**config.mk**
```make
export PLATFORM = sky130hd
export DESIGN_NAME = hazard_control_unit_flat
export DESIGN_NICKNAME = d
export VERILOG_FILES = /design/src/rtl/hazard_pkg.sv /design/src/rtl/hazard_control_unit_if.sv /design/src/rtl/hazard_down_counter.sv /design/src/rtl/hazard_control_unit.sv /design/src/flat_wrapper.sv
export SDC_FILE = /design/constraint.sdc
export NUM_CORES = 1
export LEC_CHECK = 0
export ABC_AREA = 1
export CAP_MARGIN = 0
export CORE_MARGIN = 2
export CORE_UTILIZATION = 32
export CTS_CLUSTER_DIAMETER = 50
export CTS_CLUSTER_SIZE = 24
export DETAILED_ROUTE_END_ITERATION = 16
export PLACE_DENSITY = 0.86
export SLEW_MARGIN = 40
export SYNTH_ARGS = -nofsm -noshare
export SYNTH_HDL_FRONTEND = slang
export SYNTH_SLANG_ARGS = --single-unit
```
**constraint.sdc**
```tcl
create_clock -name clk -period 3.9 [get_ports clk]
set_input_delay 0.78 -clock clk [delete_from_list [all_inputs] [get_ports clk]]
set_output_delay 0.78 -clock clk [all_outputs]
set_load 0.01 [all_outputs]
```
**src/rtl/hazard_pkg.sv**
```systemverilog
// Shared types and helpers for the hazard control unit: load-stall FSM states,
// performance counter width, and the down-counter width helper.
package hazard_pkg;

  localparam int PERF_W = 32;

  typedef enum logic [0:0] {
    IDLE       = 1'b0,
    LOAD_STALL = 1'b1
  } loadState_t;

  // Bits needed to hold any value 0..maxVal; illegal values still yield a usable width.
  function automatic int cntWidth(input int maxVal);
    return (maxVal < 1) ? 1 : $clog2(maxVal + 1);
  endfunction

endpackage

```
**src/rtl/hazard_control_unit_if.sv**
```systemverilog
// Pipeline-side bundle of the hazard control unit: ID/EX operand info in,
// hold/bubble/flush controls and perf counts out.
interface hazard_control_unit_if
  import hazard_pkg::*;
#(
  parameter int REG_ADDR_W = 5
);
  logic                  BranchControl;
  logic                  ID_EX_MemRead;
  logic [REG_ADDR_W-1:0] ID_EX_RegisterRt;
  logic [REG_ADDR_W-1:0] IF_ID_RegisterRs;
  logic [REG_ADDR_W-1:0] IF_ID_RegisterRt;
  logic                  IF_ID_UsesRt;
  logic                  IF_ID_ReadsHiLo;
  logic                  MDU_Start;
  logic                  Stall;
  logic                  Bubble;
  logic                  Flush;
  logic                  MDU_Busy;
  logic [PERF_W-1:0]     StallCycles;
  logic [PERF_W-1:0]     FlushCycles;

  // Pipeline side drives the instruction info and consumes the controls.
  modport master (
    output BranchControl, ID_EX_MemRead, ID_EX_RegisterRt, IF_ID_RegisterRs,
           IF_ID_RegisterRt, IF_ID_UsesRt, IF_ID_ReadsHiLo, MDU_Start,
    input  Stall, Bubble, Flush, MDU_Busy, StallCycles, FlushCycles
  );

  modport slave (
    input  BranchControl, ID_EX_MemRead, ID_EX_RegisterRt, IF_ID_RegisterRs,
           IF_ID_RegisterRt, IF_ID_UsesRt, IF_ID_ReadsHiLo, MDU_Start,
    output Stall, Bubble, Flush, MDU_Busy, StallCycles, FlushCycles
  );

endinterface

```
**src/rtl/hazard_down_counter.sv**
```systemverilog
// Loadable down-counter that stops at zero; clear has priority over load,
// load over decrement.
module hazard_down_counter #(
  parameter int WIDTH = 4
) (
  input  logic             clk,
  input  logic             reset,
  input  logic             clr,
  input  logic             load,
  input  logic [WIDTH-1:0] loadVal,
  output logic [WIDTH-1:0] count
);

  always_ff @(posedge clk or posedge reset) begin
    if (reset) begin
      count <= '0;
    end else if (clr) begin
      count <= '0;
    end else if (load) begin
      count <= loadVal;
    end else if (count != '0) begin
      count <= count - WIDTH'(1);
    end
  end

endmodule

```
**src/rtl/hazard_control_unit.sv**
```systemverilog
// ID-stage hazard control: multi-cycle load-use stall, MDU HI/LO interlock and
// multi-cycle branch flush. Define HAZARD_PERF_CNT_EN to build the perf counters.
module hazard_control_unit
  import hazard_pkg::*;
#(
  parameter int REG_ADDR_W        = 5,
  parameter int LOAD_STALL_CYCLES = 1,
  parameter int MDU_LATENCY       = 4,
  parameter int FLUSH_CYCLES      = 1
) (
  input logic                  clk,
  input logic                  reset,
  hazard_control_unit_if.slave hz
);

  localparam int LD_W  = cntWidth(LOAD_STALL_CYCLES);
  localparam int MDU_W = cntWidth(MDU_LATENCY);
  localparam int FL_W  = cntWidth(FLUSH_CYCLES);

  if (REG_ADDR_W < 1 || LOAD_STALL_CYCLES < 1 || MDU_LATENCY < 1 || FLUSH_CYCLES < 1) begin : gBadParam
    $error("hazard_control_unit: all parameters must be >= 1");
  end

  logic [REG_ADDR_W-1:0] exRt, idRs, idRt;
  logic                  loadHaz, mdHaz, mduBusy, flush, stall, stallReq;
  logic                  loadStart, ldLast;
  logic [LD_W-1:0]       ldCnt;
  logic [MDU_W-1:0]      mduCnt;
  logic [FL_W-1:0]       flCnt;
  loadState_t            state, stateNext;

  assign exRt = hz.ID_EX_RegisterRt;
  assign idRs = hz.IF_ID_RegisterRs;
  assign idRt = hz.IF_ID_RegisterRt;

  // Register 0 is hard-wired, so a load targeting it never creates a dependency.
  assign loadHaz = hz.ID_EX_MemRead && (exRt != '0) &&
                   ((exRt == idRs) || (hz.IF_ID_UsesRt && (exRt == idRt)));

  assign mduBusy   = (mduCnt != '0);
  assign mdHaz     = mduBusy && hz.IF_ID_ReadsHiLo;
  assign flush     = hz.BranchControl || (flCnt != '0);
  assign loadStart = (state == IDLE) && loadHaz && !flush;
  assign ldLast    = (ldCnt == LD_W'(1));

  hazard_down_counter #(.WIDTH(LD_W)) uLdCnt (
    .clk     (clk),
    .reset   (reset),
    .clr     (flush),
    .load    (loadStart),
    .loadVal (LD_W'(LOAD_STALL_CYCLES - 1)),
    .count   (ldCnt)
  );

  // The MDU op is older than any flushed instruction, so flush never clears it.
  hazard_down_counter #(.WIDTH(MDU_W)) uMduCnt (
    .clk     (clk),
    .reset   (reset),
    .clr     (1'b0),
    .load    (hz.MDU_Start),
    .loadVal (MDU_W'(MDU_LATENCY)),
    .count   (mduCnt)
  );

  hazard_down_counter #(.WIDTH(FL_W)) uFlCnt (
    .clk     (clk),
    .reset   (reset),
    .clr     (1'b0),
    .load    (hz.BranchControl),
    .loadVal (FL_W'(FLUSH_CYCLES - 1)),
    .count   (flCnt)
  );

  always_ff @(posedge clk or posedge reset) begin
    if (reset) state <= IDLE;
    else       state <= stateNext;
  end

  always_comb begin
    stateNext = state;
    unique case (state)
      IDLE:       if (loadStart && (LOAD_STALL_CYCLES > 1)) stateNext = LOAD_STALL;
      LOAD_STALL: if (flush || ldLast) stateNext = IDLE;
      default:    stateNext = IDLE;
    endcase
  end

  // A flush discards the dependent instruction, so it silences every stall source.
  always_comb begin
    stallReq = mdHaz;
    unique case (state)
      IDLE:       stallReq = stallReq || loadHaz;
      LOAD_STALL: stallReq = 1'b1;
      default:    stallReq = mdHaz;
    endcase
    stall = stallReq && !flush;
  end

  assign hz.Stall    = stall;
  assign hz.Bubble   = stall;
  assign hz.Flush    = flush;
  assign hz.MDU_Busy = mduBusy;

`ifdef HAZARD_PERF_CNT_EN
  logic [PERF_W-1:0] stallCycles, flushCycles;

  always_ff @(posedge clk or posedge reset) begin
    if (reset) begin
      stallCycles <= '0;
      flushCycles <= '0;
    end else begin
      if (stall && (stallCycles != '1)) stallCycles <= stallCycles + PERF_W'(1);
      if (flush && (flushCycles != '1)) flushCycles <= flushCycles + PERF_W'(1);
    end
  end

  assign hz.StallCycles = stallCycles;
  assign hz.FlushCycles = flushCycles;
`else
  assign hz.StallCycles = '0;
  assign hz.FlushCycles = '0;
`endif

endmodule
```
**src/flat_wrapper.sv**
```systemverilog
// flat-port wrapper written by rule: the top's interface ports become plain ports
module hazard_control_unit_flat import hazard_pkg::*;
#(
  parameter int REG_ADDR_W        = 5,
  parameter int LOAD_STALL_CYCLES = 1,
  parameter int MDU_LATENCY       = 4,
  parameter int FLUSH_CYCLES      = 1
)
  (clk, reset, hz_BranchControl, hz_ID_EX_MemRead, hz_ID_EX_RegisterRt, hz_IF_ID_RegisterRs, hz_IF_ID_RegisterRt, hz_IF_ID_UsesRt, hz_IF_ID_ReadsHiLo, hz_MDU_Start, hz_Stall, hz_Bubble, hz_Flush, hz_MDU_Busy, hz_StallCycles, hz_FlushCycles);
  hazard_control_unit_if #(.REG_ADDR_W(REG_ADDR_W)) hz_i ();
  input logic clk;
  input logic reset;
  input wire logic [$bits(hz_i.BranchControl)-1:0] hz_BranchControl;
  input wire logic [$bits(hz_i.ID_EX_MemRead)-1:0] hz_ID_EX_MemRead;
  input wire logic [$bits(hz_i.ID_EX_RegisterRt)-1:0] hz_ID_EX_RegisterRt;
  input wire logic [$bits(hz_i.IF_ID_RegisterRs)-1:0] hz_IF_ID_RegisterRs;
  input wire logic [$bits(hz_i.IF_ID_RegisterRt)-1:0] hz_IF_ID_RegisterRt;
  input wire logic [$bits(hz_i.IF_ID_UsesRt)-1:0] hz_IF_ID_UsesRt;
  input wire logic [$bits(hz_i.IF_ID_ReadsHiLo)-1:0] hz_IF_ID_ReadsHiLo;
  input wire logic [$bits(hz_i.MDU_Start)-1:0] hz_MDU_Start;
  output wire logic [$bits(hz_i.Stall)-1:0] hz_Stall;
  output wire logic [$bits(hz_i.Bubble)-1:0] hz_Bubble;
  output wire logic [$bits(hz_i.Flush)-1:0] hz_Flush;
  output wire logic [$bits(hz_i.MDU_Busy)-1:0] hz_MDU_Busy;
  output wire logic [$bits(hz_i.StallCycles)-1:0] hz_StallCycles;
  output wire logic [$bits(hz_i.FlushCycles)-1:0] hz_FlushCycles;
  assign hz_i.BranchControl = hz_BranchControl;
  assign hz_i.ID_EX_MemRead = hz_ID_EX_MemRead;
  assign hz_i.ID_EX_RegisterRt = hz_ID_EX_RegisterRt;
  assign hz_i.IF_ID_RegisterRs = hz_IF_ID_RegisterRs;
  assign hz_i.IF_ID_RegisterRt = hz_IF_ID_RegisterRt;
  assign hz_i.IF_ID_UsesRt = hz_IF_ID_UsesRt;
  assign hz_i.IF_ID_ReadsHiLo = hz_IF_ID_ReadsHiLo;
  assign hz_i.MDU_Start = hz_MDU_Start;
  assign hz_Stall = hz_i.Stall;
  assign hz_Bubble = hz_i.Bubble;
  assign hz_Flush = hz_i.Flush;
  assign hz_MDU_Busy = hz_i.MDU_Busy;
  assign hz_StallCycles = hz_i.StallCycles;
  assign hz_FlushCycles = hz_i.FlushCycles;
  hazard_control_unit #(.REG_ADDR_W(REG_ADDR_W), .LOAD_STALL_CYCLES(LOAD_STALL_CYCLES), .MDU_LATENCY(MDU_LATENCY), .FLUSH_CYCLES(FLUSH_CYCLES)) u_core (.clk(clk), .reset(reset), .hz(hz_i));
endmodule
```
==> results.sh, run 1 <==
export IMPL_worstRegToRegCells=5
export IMPL_hold_path_endpoint="u_core.uMduCnt.count[0]$_DFFE_PP0P_"
export IMPL_syn_cell_area_um2=918
export IMPL_required_ns=3.12
export IMPL_final_max_slew_viol_count=0
export IMPL_grt_max_degree=7
export IMPL_ff2ff_setup_slack_ns=2.78
export IMPL_hold_violations=0
export IMPL_core_area_um2=2730
export IMPL_synth_cells=144
export IMPL_drc=0
export IMPL_synth_avg_cell_area_um2=6.38
export IMPL_synth_top_area_share_pct=54.0
export IMPL_synth_largest_area_cell="buf_4"
export IMPL_min_period_ns=3.25
export IMPL_ir_drop_mv=0.147
export IMPL_layout_common_cells="conb_1 (64), nand2_1 (30), clkdlybuf4s50_1 (25)"
export IMPL_nets=195
export IMPL_r2r_start="u_core.uMduCnt.count[0]$_DFFE_PP0P_"
export IMPL_cp_slowest_stage_delay_ns=0.55
export IMPL_fmax_ghz=0.308
export IMPL_min_path_cells=1
export IMPL_ys_warn_count=0
export IMPL_dp_hpwl_um=1270
export IMPL_ant_nets=0
export IMPL_gr_total_overflow=0
export IMPL_portBuffers=25
export IMPL_min_from="u_core.uMduCnt.count[0]$_DFFE_PP0P_"
export IMPL_synth_cell_types=16
export IMPL_wirelength_um=1350
export IMPL_min_period_over_period_pct=83.2
export IMPL_num_rows=19
export IMPL_path_max_fanout=3
export IMPL_ys_ff_latch=4
export IMPL_dieArea_um2=3310
export IMPL_cts_buffer_depth=2
export IMPL_max_cap_violations=0
export IMPL_cts_hold_buf=0
export IMPL_grt_pass1_vias=502
export IMPL_setup_viol=0
export IMPL_cts_buffers_inserted=3
export IMPL_cpLargestDelayFamily="buffers and inverters"
export IMPL_antenna_found_initial=0
export IMPL_end_kind="output pin"
export IMPL_pin_count=90
export IMPL_area_growth_pct=5.72
export IMPL_worst_setup_path_type="input port to output pin"
export IMPL_htreeDepth=1
export IMPL_numClockSinks=4
export IMPL_cts_tree="yes"
export IMPL_power_mw=0.238
export IMPL_seq_area_frac_synth_pct=10.9
export IMPL_die_h_um=57.6
export IMPL_r2r_end="u_core.uMduCnt.count[1]$_DFFE_PP0P_"
export IMPL_mostFrequentLayoutCell="conb_1"
export IMPL_cp_num_buf_inv=3
export IMPL_root_buffer="clkbuf_4"
export IMPL_rsz0062_at_grt="no"
export IMPL_fillers=320
export IMPL_cp_arrival_ns=2.47
export IMPL_grt_first_pass_wirelength_um=1950
export IMPL_first_pass_iters=4
export IMPL_post_cts_buffers=0
export IMPL_finClkSkew_ns=0.000450
export IMPL_clock_latency_ns=0.23
export IMPL_antenna_cells=0
export IMPL_power_density_nw_per_um2=245
export IMPL_crit_slowest_cell="clkdlybuf4s50_1"
export IMPL_drive_above_1_share_pct=4.73
export IMPL_die_x_um=57.6
export IMPL_drtIter0Drc=8
export IMPL_routed_via_density=3.34
export IMPL_num_vias=668
export IMPL_min_path_type="flip-flop to flip-flop"
export IMPL_avgRoutedWirePerCell_um=6.73
export IMPL_cp_start_kind="input port"
export IMPL_p_leak_nw=0.600
export IMPL_gp_congestion=0.804
export IMPL_fin_tns_setup_ns=0
export IMPL_cp_common_cell="nand2_1"
export IMPL_cts_resized=0
export IMPL_gr_usage_all_layers_pct=7.91
export IMPL_path_cells="clkdlybuf4s50_1 -> inv_2 -> nand2_1 -> nand2_1 -> nor2_1 -> nand3_1 -> nand2_1 -> nand2_1 -> a21oi_2 -> clkdlybuf4s50_1"
export IMPL_cts_clk_slew_worst_paths_ns=0.03
export IMPL_ys_top_cells_by_area="buf_4 (54%), nand2_1 (12%), dfrtp_1 (11%)"
export IMPL_outcome="finished, final reports clean"
export IMPL_start_util_pct=33.6
kinds of logic (layout without fill, tap and decap cells):
group           count (synthesis)  after routing  share of synthesized area (%)
other cells                     1             64                          0.408
buf+inv                        87             49                           62.5
simple gates                   42             42                           17.7
xor+xnor                        1              1                          0.954
compound gates                  7              7                           4.77
flops                           4              4                           10.9
fa+ha+maj                       2              2                           2.72
sequential cells by signal, summed over array words and instances (netlist names):
name	cells
u_core.uMduCnt.count	3
u_core.state	1
worst reg2reg max path, delay by kind of cell (launching register included):
family / cells / cell delay (ns)
simple gates: 2 / 0.22
buf+inv: 1 / 0.07
flops: 1 / 0.35
fa+ha+maj: 1 / 0.21
compound gates: 1 / 0.18
Yosys cell counts:
master    count
dfrtp_1       4
nand2_1      30
conb_1        1
a21oi_2       1
nand3_1       2
o21ai_0       2
a211oi_1      1
inv_2         4
inv_1        17
xnor2_1       1
a21oi_1       2
o211ai_1      1
buf_4        66
nand4_1       1
ha_1          2
nor2_1        9
how the worst max path moves through the flow:
stage	start	cells after the start	slack [ns]	end
after floorplan	hz_ID_EX_RegisterRt[1]	9	1.63	hz_Stall
after global placement	hz_ID_EX_RegisterRt[1]	10	0.67	hz_Stall
after detailed placement	hz_ID_EX_RegisterRt[3]	10	0.64	hz_Stall
after CTS	hz_ID_EX_RegisterRt[3]	10	0.64	hz_Stall
after global routing	hz_ID_EX_RegisterRt[4]	10	0.50	hz_Stall
final	hz_ID_EX_RegisterRt[3]	10	0.65	hz_Stall
report_power, final:
group          internal (mW)  switching [mW]
Clock                 0.0343          0.0147
Sequential            0.0532         0.00573
Combinational         0.0531          0.0765
stage by stage:
step / setup slack, ns / util [%] / instances / instance area, um^2 / hold slack (ns)
2_1_floorplan: 1.63 / - / 207 / 1150 / 0.433
3_3_place_gp: 0.672 / 34.7 / 197 / 948 / 0.447
3_5_place_dp: 0.642 / 34.7 / 197 / 948 / 0.464
4_1_cts: 0.640 / 35.5 / 200 / 971 / 0.468
5_1_grt: 0.501 / 35.5 / 200 / 971 / 0.489
6_report: 0.654 / 35.5 / 200 / 971 / 0.462
metal layers:
| metal | GRT usage [%] | share of wire (%) | up-vias |
|---|---|---|---|
| met3 | 1.13 | 11 | 2 |
| met2 | 13.5 | 55 | 43 |
| met1 | 7.98 | 32 | 276 |
| met5 | 0 | 0 | - |
| met4 | 7.97 | 2.0 | 0 |
| li1 | - | - | 347 |
final cells by class:
type                       count  area (um^2)  area share, %
tap                           31         38.8           3.99
sequential                     4          100           10.3
clock buffer                   3         22.5           2.32
timing repair buffer          25          250           25.8
inverter                      21         78.8           8.12
multi-input combinational    116          480           49.5
No activity file was read; power rests on OpenSTA's default activity.
==> run 2: changes to the inputs <==
Settings changed: CORE_UTILIZATION 32 to 27, PLACE_DENSITY 0.86 to 0.77.
Clock period 3.9 ns to 2.93 ns, I/O delays scaled along.
==> run 2 against run 1 <==
  * Clock power up 41%
  * Sequential cell count unchanged
  * Die area is 17% higher
  * Via count decreased by 0.30%
  * Critical endpoint is now hz_Bubble
  * Critical path depth stayed put
  * Final area up 2.7%
  * Sequential share of layout area decreased by 0.27 points
==> results.sh, run 2 (synthesis results as in run 1) <==
export IMPL_drtIter0Drc=25
export IMPL_power_density_nw_per_um2=318
export IMPL_drive_above_1_share_pct=4.73
export IMPL_min_from="u_core.uMduCnt.count[0]$_DFFE_PP0P_"
export IMPL_ir_drop_mv=0.0875
export IMPL_fillers=384
export IMPL_required_ns=2.34
export IMPL_ff2ff_setup_slack_ns=1.81
export IMPL_reg_top3="u_core.uMduCnt.count x3, u_core.state x1"
export IMPL_first_pass_iters=4
export IMPL_finalInstanceArea_um2=997
export IMPL_fmax_ghz=0.405
export IMPL_mostFrequentLayoutCell="conb_1"
export IMPL_largest_register_ff_count=3
export IMPL_pwr_share_comb_pct=53.2
export IMPL_nets=195
export IMPL_r2r_start="u_core.uMduCnt.count[0]$_DFFE_PP0P_"
export IMPL_swShare_pct=41.4
export IMPL_portBuffers=25
export IMPL_cp_slowest_stage_delay_ns=0.53
export IMPL_multi_input_area_um2=480
export IMPL_hold_path_endpoint="u_core.uMduCnt.count[0]$_DFFE_PP0P_"
export IMPL_routed_via_density=3.10
export IMPL_path_max_fanout=3
export IMPL_cts_hold_buf=0
export IMPL_htreeDepth=1
export IMPL_layout_common_cells="conb_1 (64), nand2_1 (30), clkdlybuf4s50_1 (22)"
export IMPL_cts_clk_slew_worst_paths_ns=0.03
export IMPL_num_vias=666
export IMPL_pin_count=90
export IMPL_worstRegToRegCells=5
export IMPL_ff_latch_area_um2=100
export IMPL_min_period_over_period_pct=84.3
export IMPL_fin_tns_setup_ns=0
export IMPL_setup_viol=0
export IMPL_clock_latency_ns=0.24
export IMPL_p_leak_nw=0.638
export IMPL_start_util_pct=27.7
export IMPL_max_cap_violations=0
export IMPL_cts_buffer_depth=2
export IMPL_cts_buffers_inserted=3
export IMPL_outcome="finished, final reports clean"
export IMPL_antenna_cells=0
export IMPL_grt_max_degree=7
export IMPL_cp_num_buf_inv=3
export IMPL_dieArea_um2=3880
export IMPL_rsz0062_at_grt="no"
export IMPL_p_switching_mw=0.131
export IMPL_intPower_mw=0.186
export IMPL_finClkSkew_ns=0.00289
export IMPL_die_x_um=62.3
export IMPL_final_max_slew_viol_count=0
export IMPL_ant_nets=0
export IMPL_cts_resized=0
export IMPL_antenna_found_initial=0
export IMPL_worst_setup_path_type="input port to output pin"
export IMPL_min_path_type="flip-flop to flip-flop"
export IMPL_min_period_ns=2.47
export IMPL_hold_violations=0
export IMPL_path_cells="clkdlybuf4s50_1 -> inv_2 -> nand2_1 -> nand2_1 -> nor2_1 -> nand3_1 -> nand2_1 -> nand2_1 -> a21oi_2 -> dlymetal6s2s_1"
export IMPL_die_h_um=62.3
export IMPL_seqPwrFrac_pct=25.0
export IMPL_num_rows=21
export IMPL_cp_common_cell="nand2_1"
export IMPL_gp_congestion=0.659
export IMPL_regMostFlops="u_core.uMduCnt.count"
export IMPL_end_kind="output pin"
export IMPL_place_area_um2=967
export IMPL_numClockSinks=4
export IMPL_gr_usage_all_layers_pct=5.99
export IMPL_root_buffer="clkbuf_4"
export IMPL_cts_tree="yes"
export IMPL_core_area_um2=3310
export IMPL_cp_start_kind="input port"
export IMPL_grt_pass1_vias=469
export IMPL_min_path_cells=1
export IMPL_p_clk_share_pct=21.8
export IMPL_post_cts_buffers=0
export IMPL_r2r_end="u_core.uMduCnt.count[1]$_DFFE_PP0P_"
export IMPL_cp_arrival_ns=1.88
export IMPL_avgRoutedWirePerCell_um=6.40
export IMPL_gr_total_overflow=0
export IMPL_area_growth_pct=8.58
export IMPL_cpLargestDelayFamily="buffers and inverters"
export IMPL_dp_hpwl_um=1250
export IMPL_crit_slowest_cell="clkdlybuf4s50_1"
export IMPL_wirelength_um=1380
export IMPL_grt_first_pass_wirelength_um=1880
export IMPL_drc=0
## run 2: cell count changes in the layout (fill, tap and decap cells not counted)
| cell | previous run | this run |
|---|---|---|
| dlymetal6s2s_1 | 0 | 3 |
| clkdlybuf4s50_1 | 25 | 22 |
## run 2: how the worst max path moves through the flow
stage | from | endpoint | cells past startpoint | slack, ns
detailed placement | hz_ID_EX_RegisterRt[4] | hz_Bubble | 10 | 0.02
CTS | hz_ID_EX_RegisterRt[4] | hz_Bubble | 10 | 0.02
finish | hz_ID_EX_RegisterRt[2] | hz_Bubble | 10 | 0.46
floorplan | hz_ID_EX_RegisterRt[1] | hz_Stall | 9 | 1.04
global placement | hz_ID_EX_RegisterRt[4] | hz_Bubble | 10 | 0.06
global route | hz_ID_EX_RegisterRt[3] | hz_Bubble | 10 | 0.31
## run 2: final cells by class
class | instances | area share [%]
inverter | 21 | 7.90
multi-input combinational | 116 | 48.2
sequential | 4 | 10.0
tap | 46 | 5.77
timing repair buffer | 25 | 25.8
clock buffer | 3 | 2.26
## run 2: power by group through the flow
stage                     registers, mW  logic, mW  clock network (mW)
after floorplan                  0.0777      0.175                   0
after global placement           0.0787      0.165                   0
after detailed placement         0.0804      0.171                   0
after CTS                        0.0797      0.172              0.0710
after global routing             0.0816      0.192              0.0742
final                            0.0793      0.169              0.0690
## run 2: through the flow
| stage | total power, mW | hold WS (ns) | utilization (%) | std cells | worst slack, ns |
|---|---|---|---|---|---|
| floorplan | 0.253 | 0.352 | - | 207 | 1.04 |
| global placement | 0.243 | 0.447 | 29.2 | 212 | 0.0598 |
| detailed placement | 0.251 | 0.459 | 29.2 | 212 | 0.0242 |
| CTS | 0.322 | 0.462 | 29.9 | 215 | 0.0152 |
| global route | 0.348 | 0.492 | 30.1 | 215 | 0.312 |
| finish | 0.317 | 0.460 | 30.1 | 215 | 0.460 |
## run 2: per-layer routing
metal / vias to the layer above / wire length (um) / track usage, %
met5: - / 0 / 0
met4: 0 / 22 / 3.33
met3: 4 / 171 / 1.63
met2: 47 / 661 / 10.7
met1: 270 / 518 / 6.31
li1: 345 / - / -
==> run 3: changes to the inputs <==
Clock period 2.93 ns to 2.12 ns, I/O delays scaled along.
==> run 3 against run 2 <==
  * Clock power grew 39%
  * Via count grew 5.4%
  * Clock skew grew 0.0013 ns
  * Critical path depth shrank 5
  * Total power grew 39%
  * Core utilization grew 0.83 points
  * First-iteration DRC count shrank 32%
  * Critical endpoint is now hz_MDU_Busy
  * Register-to-register slack lost 0.86 ns
  * Routed wire length grew 3.9%
  * Non-clock buffer count grew 3
==> results.sh, run 3 (synthesis results as in run 1) <==
export IMPL_numClockSinks=4
export IMPL_dr_max_layer_used="met4"
export IMPL_p_clk_share_pct=21.8
export IMPL_finClkSkew_ns=0.00415
export IMPL_core_area_um2=3310
export IMPL_nets=198
export IMPL_path_max_fanout=5
export IMPL_gr_usage_all_layers_pct=6.75
export IMPL_outcome="finished, final reports clean"
export IMPL_end_kind="output pin"
export IMPL_holdWs_ns=0.382
export IMPL_routedLengthMet1_um=506
export IMPL_drc=0
export IMPL_crit_slowest_cell="clkdlybuf4s50_1"
export IMPL_gp_congestion=0.634
export IMPL_cts_buffer_depth=2
export IMPL_ir_drop_mv=0.0961
export IMPL_swShare_pct=41.5
export IMPL_cp_arrival_ns=1.60
export IMPL_reg_top3="u_core.uMduCnt.count x3, u_core.state x1"
export IMPL_regMostFlops="u_core.uMduCnt.count"
export IMPL_cp_slowest_stage_delay_ns=0.53
export IMPL_place_area_um2=990
export IMPL_cp_num_buf_inv=3
export IMPL_min_period_over_period_pct=95.3
export IMPL_cts_clk_slew_worst_paths_ns=0.04
export IMPL_largest_register_ff_count=3
export IMPL_htreeDepth=1
export IMPL_antenna_found_initial=0
export IMPL_drtIter0Drc=17
export IMPL_ant_nets=0
export IMPL_seqPwrFrac_pct=24.8
export IMPL_num_vias=702
export IMPL_r2r_start="u_core.uMduCnt.count[0]$_DFFE_PP0P_"
export IMPL_clock_latency_ns=0.24
export IMPL_grt_max_degree=6
export IMPL_cts_hold_buf=0
export IMPL_min_period_ns=2.02
export IMPL_num_rows=21
export IMPL_pin_count=90
export IMPL_die_h_um=62.3
export IMPL_power_density_nw_per_um2=429
export IMPL_hold_violations=0
export IMPL_min_path_type="input port to async pin"
export IMPL_cts_buffers_inserted=3
export IMPL_cp_start_kind="flip-flop"
export IMPL_wirelength_um=1430
export IMPL_p_leak_nw=0.714
export IMPL_grt_pass1_vias=525
export IMPL_path_cells="inv_1 -> ha_1 -> nand2_1 -> buf_4 -> clkdlybuf4s50_1"
export IMPL_gr_total_overflow=0
export IMPL_grt_first_pass_wirelength_um=2080
export IMPL_first_pass_iters=4
export IMPL_fmax_ghz=0.495
export IMPL_drive_above_1_share_pct=8.14
export IMPL_final_max_slew_viol_count=0
export IMPL_antenna_cells=0
export IMPL_root_buffer="clkbuf_4"
export IMPL_max_cap_violations=0
export IMPL_wl_met3_um=170
export IMPL_dieArea_um2=3880
export IMPL_start_util_pct=27.7
export IMPL_pwr_share_comb_pct=53.5
export IMPL_mostFrequentLayoutCell="conb_1"
export IMPL_final_util_pct=31.0
export IMPL_dr_wl_met2_um=734
export IMPL_layout_common_cells="conb_1 (64), nand2_1 (29), inv_1 (17)"
export IMPL_area_growth_pct=11.6
export IMPL_setup_worst_path_start="u_core.uMduCnt.count[0]$_DFFE_PP0P_"
export IMPL_intPower_mw=0.257
export IMPL_finalInstanceArea_um2=1020
export IMPL_worst_setup_path_type="flip-flop to output pin"
export IMPL_dp_hpwl_um=1310
export IMPL_portBuffers=25
export IMPL_routed_via_density=3.22
export IMPL_cpLargestDelayFamily="buffers and inverters"
export IMPL_rsz0062_at_grt="no"
export IMPL_required_ns=1.70
export IMPL_die_x_um=62.3
export IMPL_avgRoutedWirePerCell_um=6.56
export IMPL_p_switching_mw=0.183
export IMPL_cts_tree="yes"
export IMPL_setup_viol=0
-- run 3: cell types whose count changed in the layout (fill, tap and decap cells not counted), sizes merged --
| cell | delta |
|---|---|
| dlymetal6s2s | +7 |
| buf | +5 |
| clkdlybuf4s50 | -13 |
| dlygate4sd2 | +4 |
-- run 3: repair_timing --
item                                    in CTS  in global routing
endpoints found under the setup margin       2                  2
buffers inserted                             0                  0
pin swaps                                    0                 10
resized for setup                           12                 11
-- run 3: metal layers --
layer	track usage (%)	vias up
met5	0	-
met3	2.17	2
met2	12.4	49
li1	-	353
met1	6.53	298
met4	4.17	0
-- run 3: final cells by class --
type | instances | area (um^2)
Multi-Input combinational cell | 116 | 483
Sequential cell | 4 | 100
Clock buffer | 3 | 22.5
Inverter | 21 | 78.8
Tap cell | 46 | 57.6
Fill cell | 389 | 2290
Timing Repair Buffer | 28 | 283
-- run 3: final timing paths --
check / cells after the start / slack, ns / to
setup reg to reg: 6 / 0.95 / u_core.uMduCnt.count[0]$_DFFE_PP0P_
hold / removal: 2 / 0.38 / u_core.uMduCnt.count[2]$_DFFE_PP0P_
min in group clk: 1 / 0.46 / u_core.uMduCnt.count[0]$_DFFE_PP0P_
setup / recovery: 5 / 0.1 / hz_MDU_Busy
hold reg to reg: 1 / 0.46 / u_core.uMduCnt.count[0]$_DFFE_PP0P_
max in group asynchronous: 2 / 1.58 / u_core.state$_DFF_PP0_
-- run 3: through the flow --
step | setup slack [ns] | setup TNS, ns | total power [mW] | instances
after floorplan | 0.468 | 0 | 0.349 | 207
after detailed placement | -0.437 | -0.871 | 0.356 | 215
after global placement | -0.423 | -0.845 | 0.348 | 215
after global routing | 0.00897 | 0 | 0.488 | 218
after CTS | 0.0135 | 0 | 0.448 | 218
final | 0.0987 | 0 | 0.440 | 218
-- run 3: power by group through the flow --
stage / registers [mW] / logic [mW] / clock network [mW]
after global routing: 0.111 / 0.271 / 0.107
final: 0.109 / 0.235 / 0.0957
after floorplan: 0.107 / 0.242 / 0
after global placement: 0.109 / 0.239 / 0
after detailed placement: 0.110 / 0.246 / 0
after CTS: 0.109 / 0.239 / 0.0995
